$ cat src/rtl/ovf_pkg.sv
// Shared types for the heap-overflow range store.
// Entry and lookup-response bundles used by the store and its matchers.
package ovf_pkg;

    localparam int unsigned OVF_NB_ENTRIES = 8;
    localparam int unsigned OVF_ADDR_W     = 32;
    // Entries are held at this width; narrower address ports zero-extend.
    localparam int unsigned OVF_AW         = 64;

    typedef struct packed {
        logic [OVF_AW-1:0] first;
        logic [OVF_AW-1:0] last;
        logic              big;
        logic              valid;
    } ovf_entry_t;

    // Lookup flags; the hit index is kept alongside at table width.
    typedef struct packed {
        logic valid;
        logic in_range;
        logic is_first;
        logic big;
        logic rd_ovf;
    } ovf_lookup_rsp_t;

endpackage

$ cat src/rtl/ovf_range_store_match.sv
// Per-entry comparator for the overflow range store.
// Produces hit, first-byte, read-overflow and merge-candidate flags.
module ovf_range_match
    import ovf_pkg::*;
(
    input  ovf_entry_t        entry_i,
    input  logic [OVF_AW-1:0] addr_i,
    input  logic [OVF_AW-1:0] base_i,
    input  logic [OVF_AW-1:0] wr_first_i,
    input  logic [OVF_AW-1:0] wr_last_i,
    output logic              hit_o,
    output logic              is_first_o,
    output logic              rd_ovf_o,
    output logic              merge_match_o
);

    logic [OVF_AW:0] last_p1;
    logic [OVF_AW:0] wl_p1;

    // One extra bit so an all-ones bound does not wrap to zero.
    assign last_p1 = {1'b0, entry_i.last} + (OVF_AW + 1)'(1);
    assign wl_p1   = {1'b0, wr_last_i} + (OVF_AW + 1)'(1);

    assign hit_o = entry_i.valid
        && (entry_i.first <= addr_i)
        && (addr_i <= entry_i.last);

    assign is_first_o = hit_o && (addr_i == entry_i.first);

    assign rd_ovf_o = entry_i.valid
        && (entry_i.first <= base_i)
        && (base_i <= entry_i.last)
        && (addr_i > entry_i.last);

    // Overlapping or adjacent ranges are folded into one entry.
    assign merge_match_o = entry_i.valid
        && ({1'b0, wr_first_i} <= last_p1)
        && (wl_p1 >= {1'b0, entry_i.first});

endmodule

$ cat src/rtl/ovf_range_store.sv
// Circular range table with newest-first lookup for overflow detection.
// Lookups see the table as it was before any same-cycle write.
module ovf_range_store
    import ovf_pkg::*;
#(
    parameter int unsigned NB_ENTRIES = OVF_NB_ENTRIES,
    parameter int unsigned ADDR_W     = OVF_ADDR_W
) (
    input  logic                          clk_i,
    input  logic                          rst_ni,
    input  logic                          clear_i,
    input  logic                          wr_en_i,
    input  logic [ADDR_W-1:0]             wr_first_i,
    input  logic [ADDR_W-1:0]             wr_last_i,
    input  logic                          wr_big_i,
    input  logic                          lk_valid_i,
    input  logic [ADDR_W-1:0]             lk_addr_i,
    input  logic [ADDR_W-1:0]             lk_base_i,
    output logic                          lk_valid_o,
    output logic                          lk_in_range_o,
    output logic                          lk_is_first_o,
    output logic                          lk_big_o,
    output logic                          lk_rd_ovf_o,
    output logic [$clog2(NB_ENTRIES)-1:0] lk_idx_o,
    output logic [$clog2(NB_ENTRIES):0]   count_o,
    output logic                          full_o,
    output logic                          ovwr_o,
    output logic                          wr_err_o
);

    localparam int unsigned IDX_W = $clog2(NB_ENTRIES);
    localparam int unsigned CNT_W = IDX_W + 1;

    ovf_entry_t      ent_q [NB_ENTRIES];
    ovf_entry_t      ent_d [NB_ENTRIES];
    logic [IDX_W-1:0] ptr_q, ptr_d;
    logic [CNT_W-1:0] cnt_q, cnt_d;
    logic             full_q, full_d;
    logic             ovwr_q, ovwr_d;
    logic             err_q, err_d;
    ovf_lookup_rsp_t  rsp_q, rsp_d;
    logic [IDX_W-1:0] idx_q, idx_d;

    logic [OVF_AW-1:0] wr_first, wr_last, lk_addr, lk_base;
    logic [NB_ENTRIES-1:0] hit, is_first, rd_ovf, mmatch;

    logic             hit_any, mrg_any;
    logic [IDX_W-1:0] hit_idx, mrg_idx, slot;

    assign wr_first = OVF_AW'(wr_first_i);
    assign wr_last  = OVF_AW'(wr_last_i);
    assign lk_addr  = OVF_AW'(lk_addr_i);
    assign lk_base  = OVF_AW'(lk_base_i);

    for (genvar i = 0; i < NB_ENTRIES; i++) begin : g_match
        ovf_range_match u_match (
            .entry_i      (ent_q[i]),
            .addr_i       (lk_addr),
            .base_i       (lk_base),
            .wr_first_i   (wr_first),
            .wr_last_i    (wr_last),
            .hit_o        (hit[i]),
            .is_first_o   (is_first[i]),
            .rd_ovf_o     (rd_ovf[i]),
            .merge_match_o(mmatch[i])
        );
    end

    // Walk slots from newest (ptr-1) to oldest; first match wins.
    always_comb begin
        hit_any = 1'b0;
        hit_idx = '0;
        mrg_any = 1'b0;
        mrg_idx = '0;
        slot    = '0;
        for (int k = 0; k < NB_ENTRIES; k++) begin
            slot = ptr_q - IDX_W'(k + 1);
            if (!hit_any && hit[slot]) begin
                hit_any = 1'b1;
                hit_idx = slot;
            end
            if (!mrg_any && mmatch[slot]) begin
                mrg_any = 1'b1;
                mrg_idx = slot;
            end
        end
    end

    // Lookup response, answered from the pre-write table.
    always_comb begin
        rsp_d.valid    = lk_valid_i;
        rsp_d.in_range = lk_valid_i && hit_any;
        rsp_d.is_first = lk_valid_i && hit_any && is_first[hit_idx];
        rsp_d.big      = lk_valid_i && hit_any && ent_q[hit_idx].big;
        rsp_d.rd_ovf   = lk_valid_i && (|rd_ovf);
        idx_d          = (lk_valid_i && hit_any) ? hit_idx : '0;
    end

    // Table update: clear, reject, merge, append or evict oldest.
    always_comb begin
        ent_d  = ent_q;
        ptr_d  = ptr_q;
        cnt_d  = cnt_q;
        ovwr_d = 1'b0;
        err_d  = 1'b0;
        if (clear_i) begin
            for (int i = 0; i < NB_ENTRIES; i++) ent_d[i] = '0;
            ptr_d = '0;
            cnt_d = '0;
        end else if (wr_en_i) begin
            if (wr_first > wr_last) begin
                err_d = 1'b1;
            end else if (mrg_any) begin
                if (wr_first < ent_q[mrg_idx].first)
                    ent_d[mrg_idx].first = wr_first;
                if (wr_last > ent_q[mrg_idx].last)
                    ent_d[mrg_idx].last = wr_last;
                ent_d[mrg_idx].big = ent_q[mrg_idx].big | wr_big_i;
            end else begin
                ent_d[ptr_q].first = wr_first;
                ent_d[ptr_q].last  = wr_last;
                ent_d[ptr_q].big   = wr_big_i;
                ent_d[ptr_q].valid = 1'b1;
                ptr_d = ptr_q + 1'b1;
                if (full_q) ovwr_d = 1'b1;
                else        cnt_d  = cnt_q + 1'b1;
            end
        end
        full_d = (cnt_d == CNT_W'(NB_ENTRIES));
    end

    // State and registered outputs.
    always_ff @(posedge clk_i or negedge rst_ni) begin
        if (!rst_ni) begin
            for (int i = 0; i < NB_ENTRIES; i++) ent_q[i] <= '0;
            ptr_q  <= '0;
            cnt_q  <= '0;
            full_q <= 1'b0;
            ovwr_q <= 1'b0;
            err_q  <= 1'b0;
            rsp_q  <= '0;
            idx_q  <= '0;
        end else begin
            for (int i = 0; i < NB_ENTRIES; i++) ent_q[i] <= ent_d[i];
            ptr_q  <= ptr_d;
            cnt_q  <= cnt_d;
            full_q <= full_d;
            ovwr_q <= ovwr_d;
            err_q  <= err_d;
            rsp_q  <= rsp_d;
            idx_q  <= idx_d;
        end
    end

    assign lk_valid_o    = rsp_q.valid;
    assign lk_in_range_o = rsp_q.in_range;
    assign lk_is_first_o = rsp_q.is_first;
    assign lk_big_o      = rsp_q.big;
    assign lk_rd_ovf_o   = rsp_q.rd_ovf;
    assign lk_idx_o      = idx_q;
    assign count_o       = cnt_q;
    assign full_o        = full_q;
    assign ovwr_o        = ovwr_q;
    assign wr_err_o      = err_q;

endmodule

$ cat config.mk
export PLATFORM = sky130hd
export DESIGN_NAME = ovf_range_store
export DESIGN_NICKNAME = d
export VERILOG_FILES = /design/src/rtl/ovf_pkg.sv /design/src/rtl/ovf_range_store_match.sv /design/src/rtl/ovf_range_store.sv
export SDC_FILE = /design/constraint.sdc
export NUM_CORES = 2
export LEC_CHECK = 0
export CORE_AREA = 3 3 361 363
export CTS_CLUSTER_DIAMETER = 40
export DETAILED_ROUTE_END_ITERATION = 6
export DIE_AREA = 0 0 364 366
export PLACE_DENSITY = 0.79
export SETUP_SLACK_MARGIN = 0.1
export SLEW_MARGIN = 5
export SYNTH_ARGS = -nofsm -noshare
export SYNTH_HDL_FRONTEND = slang
export SYNTH_SLANG_ARGS = --single-unit
$ cat constraint.sdc
create_clock -name clk_i -period 18.4 [get_ports clk_i]
set_input_delay 3.68 -clock clk_i [delete_from_list [all_inputs] [get_ports clk_i]]
set_output_delay 3.68 -clock clk_i [all_outputs]
set_load 0.01 [all_outputs]
==> flow_summary.yaml <==
clocking:
  clock_tree.root_cell: "clkbuf_16"
  max_root_sink_buffers: 3
  tritoncts_num_sinks: 546
  clock_tree_from_tritoncts: "done"
  post_cts_resized: 0
  postCtsSetupRepairBufs: 0
  htree_num_levels: 3
  cts_hold_repair.buffers: 0
  clk_latency_ns: 0.78
  numCtsBuffers: 121
  clkTransAtPathRegs_ns: 0.05
sta:
  timing.fmax_mhz: 60.9
  grt_setup_unrepaired: "no"
  timing.final.crit_share_pct: 89.2
  worstMarginPinSlew_ns: 1.57
  slew-limit-headroom_pct: -5.42
  setup_violations: 0
  clock_skew_ns: 0.0546
  timing.final.hold_violations: 0
  setup-tns-final_ns: 0
  layout_setup_ws_ns: 1.98
  maxSlewViolCount: 2
  layout_min_cycle_time_ns: 16.42
grt:
  grt_pass1_vias: 70961
  grt_start_max_net_pins: 126
  total_congestion_overflow_after_global_routing: 0
  grt_antenna_before_repair: 19
  grt_first_pass_wirelength_um: 490000
  total_routing_usage_reported_by_global_routing_pct: 50.8
setup_path:
  slowest_stage: "nor2_1"
  critical_path.n_buffers_inverters: 3
  critPathMaxStageDelay_ns: 1.24
  timing_worst_setup_path_type: "in2reg"
  cp_max_fo: 32
  path_common_cell: "a21oi_1"
  cp_data_arrival_time_ns: 17.08
  cell_family_with_most_cp_delay: "simple AND/OR/NAND/NOR gates"
  worstPathRequired_ns: 19.07
  cp-end-kind: "register"
  worstSetupStartpointType: "primary input"
final_layout:
  layout-area-overhead-vs-synth_pct: 12.4
  mostFrequentLayoutCells: "1,647 x ha_1, 732 x inv_1, 631 x nand2_1"
  stdcell_count: 10259
  n_fill_cell: 11282
  layout_nets: 10254
  most_common_library_cell_in_the_layout_ignoring_fill_and_taps: "ha_1"
  drive_above_1_share_pct: 6.96
flow_run:
  max_cap_viol_count: 1
routing:
  vias_per_cell: 7.08
  drt_first_iter_violations: 9212
  routed_wire_length_per_instance_um: 33.8
  drt-total-wl_um: 347000
  route.detailed.drc: 2
  antenna_left: 0
  dr_total_vias: 72675
  dr.pass1.iters: 7
yosys:
  synthesis.yosys.warnings: 0
  ys_ff_latch: 546
  async_flop_share_pct: 100
  syn_area_per_cell_sq_um: 8.50
  mappedNetlistNets: 10003
  synth_edf_count: 0
  synthCells: 8222
  synth_area_sq_mm: 0.0699
  synth_sequential_area_ratio_pct: 19.6
  synth.lib_cells_used.distinct: 125
  main_synth_ff_type: "dfrtp_1"
floorplanning:
  die_h_um: 366
  start_util_pct: 54.9
  top_level_ports: 149
  die_x_um: 364
  die-area_sq_mm: 0.133
  design.core.area_sq_mm: 0.127
  num_rows: 131
status:
  status: "complete, but fails checks"
  violations: "design-rule violations, max-capacitance violations, max-slew violations"
place:
  port_buffers: 148
  dp.cells: 10011
  dpl_worst_slack_ns: 1.84
  final_wtd_congestion: 1.12
  detailedPlacementHpwl_um: 276000
power:
  ir_worst_vdd_uv: 98.4
  power.leakage_nw: 35.8
  power_density_mw_per_mm2: 113
hold_path:
  holdCritPathClass: "reg2reg"
-- registers in the layout, summed over array words and instances, names as in the netlist --
register / count
count_o: 4
ent_q: 528
full_o: 1
lk_big_o: 1
lk_idx_o: 3
lk_in_range_o: 1
lk_is_first_o: 1
lk_rd_ovf_o: 1
lk_valid_o: 1
ovwr_o: 1
ptr_q: 3
wr_err_o: 1
-- through the flow --
stage          utilization [%]  instance area (sq um)  hold WS [ns]  power (mW)
2_1_floorplan                -                  69900         0.449        4.53
3_3_place_gp              58.3                  74200         0.461        6.16
3_5_place_dp              58.3                  74200         0.466        6.27
4_1_cts                   61.6                  78500         0.476        8.60
5_1_grt                   61.7                  78500         0.506        9.22
6_report                  61.7                  78600         0.471        8.86
-- power breakdown --
part | switching [mW] | internal (mW)
Clock | 0.869 | 1.47
Combinational | 3.10 | 1.64
Sequential | 0.377 | 1.41
Total | 4.34 | 4.52
-- layout make-up --
cell class	count	area, sq um	share of cell area [%]
clock inverter	88	1090	1.39
timing repair buffer	377	3230	4.11
inverter	750	2820	3.59
tap	1662	2080	2.65
multi-input combinational	6677	52400	66.7
clock buffer	142	3220	4.10
sequential	546	13700	17.4
antenna	17	42.5	0.0541
-- kinds of logic after synthesis --
kind of cell,Yosys count,synth area share (%)
simple gates,2322,17.2
fa+ha+maj,1647,29.5
compound gates,2170,20.6
xor+xnor,279,3.50
buf+inv,999,5.81
mux,259,3.83
flops,546,19.6
-- cells in the mapped netlist (all sizes together) (11+ instances only) --
library cell	count	area share, %
nand2b	155	1.4
ha	1647	29
clkbuf	140	0.75
o2bb2ai	38	0.48
a211o	12	0.15
nor4	75	0.76
a2111oi	17	0.21
a21boi	19	0.24
a22o	70	0.89
nand2	632	3.4
dfrtp	546	20
nor2b	175	1.6
or4	13	0.14
xnor2	274	3.4
nor3	114	0.87
or2	14	0.13
or3	27	0.25
and4	39	0.50
o22ai	85	0.79
a31oi	29	0.26
inv	748	4.0
mux2i	245	3.5
nand4	368	3.4
o31ai	211	2.3
a22oi	27	0.29
and3	50	0.47
a41oi	11	0.15
o21ai	385	2.8
a211oi	81	0.88
o221ai	52	0.65
o21a	80	0.86
a21oi	560	4.0
nand3	243	1.7
and2	29	0.26
a21o	266	2.9
a221o	28	0.40
o211ai	84	0.93
buf	109	1.0
nor2	361	1.9
a221oi	37	0.47
-- worst register-to-register path, delay by kind of cell, from the launching register on --
family,cells,cell delay (ns)
AND/OR/NAND/NOR,18,7.64
AO/OA/AOI/OAI,15,5.03
buffers and inverters,1,0.33
adder cells (fa/ha/maj),2,0.47
XOR/XNOR,1,0.11
flip-flops,1,0.53
-- per-layer routing --
| layer | global-route usage [%] | share of wire, % | vias to the layer above |
|---|---|---|---|
| li1 | - | - | 31246 |
| met1 | 58.5 | 35 | 34678 |
| met2 | 75.1 | 41 | 5128 |
| met3 | 13.6 | 11 | 1617 |
| met4 | 49.6 | 12 | 6 |
| met5 | 0 | 0.015 | - |
-- final timing paths --
| check | slack [ns] | end | depth (start not counted) | start |
|---|---|---|---|---|
| min in group asynchronous | 2.97 | ent_q[978] | 1 | rst_ni |
| hold / removal | 0.47 | ent_q[151] | 2 | ent_q[151] |
| setup / recovery | 1.98 | ent_q[25] | 41 | wr_last_i[3] |
| setup reg to reg | 4.20 | ent_q[25] | 37 | ent_q[524] |
| hold reg to reg | 0.47 | ent_q[151] | 2 | ent_q[151] |
| max in group asynchronous | 12.33 | ent_q[672] | 4 | rst_ni |
No activity file was read; power rests on OpenSTA's default activity.
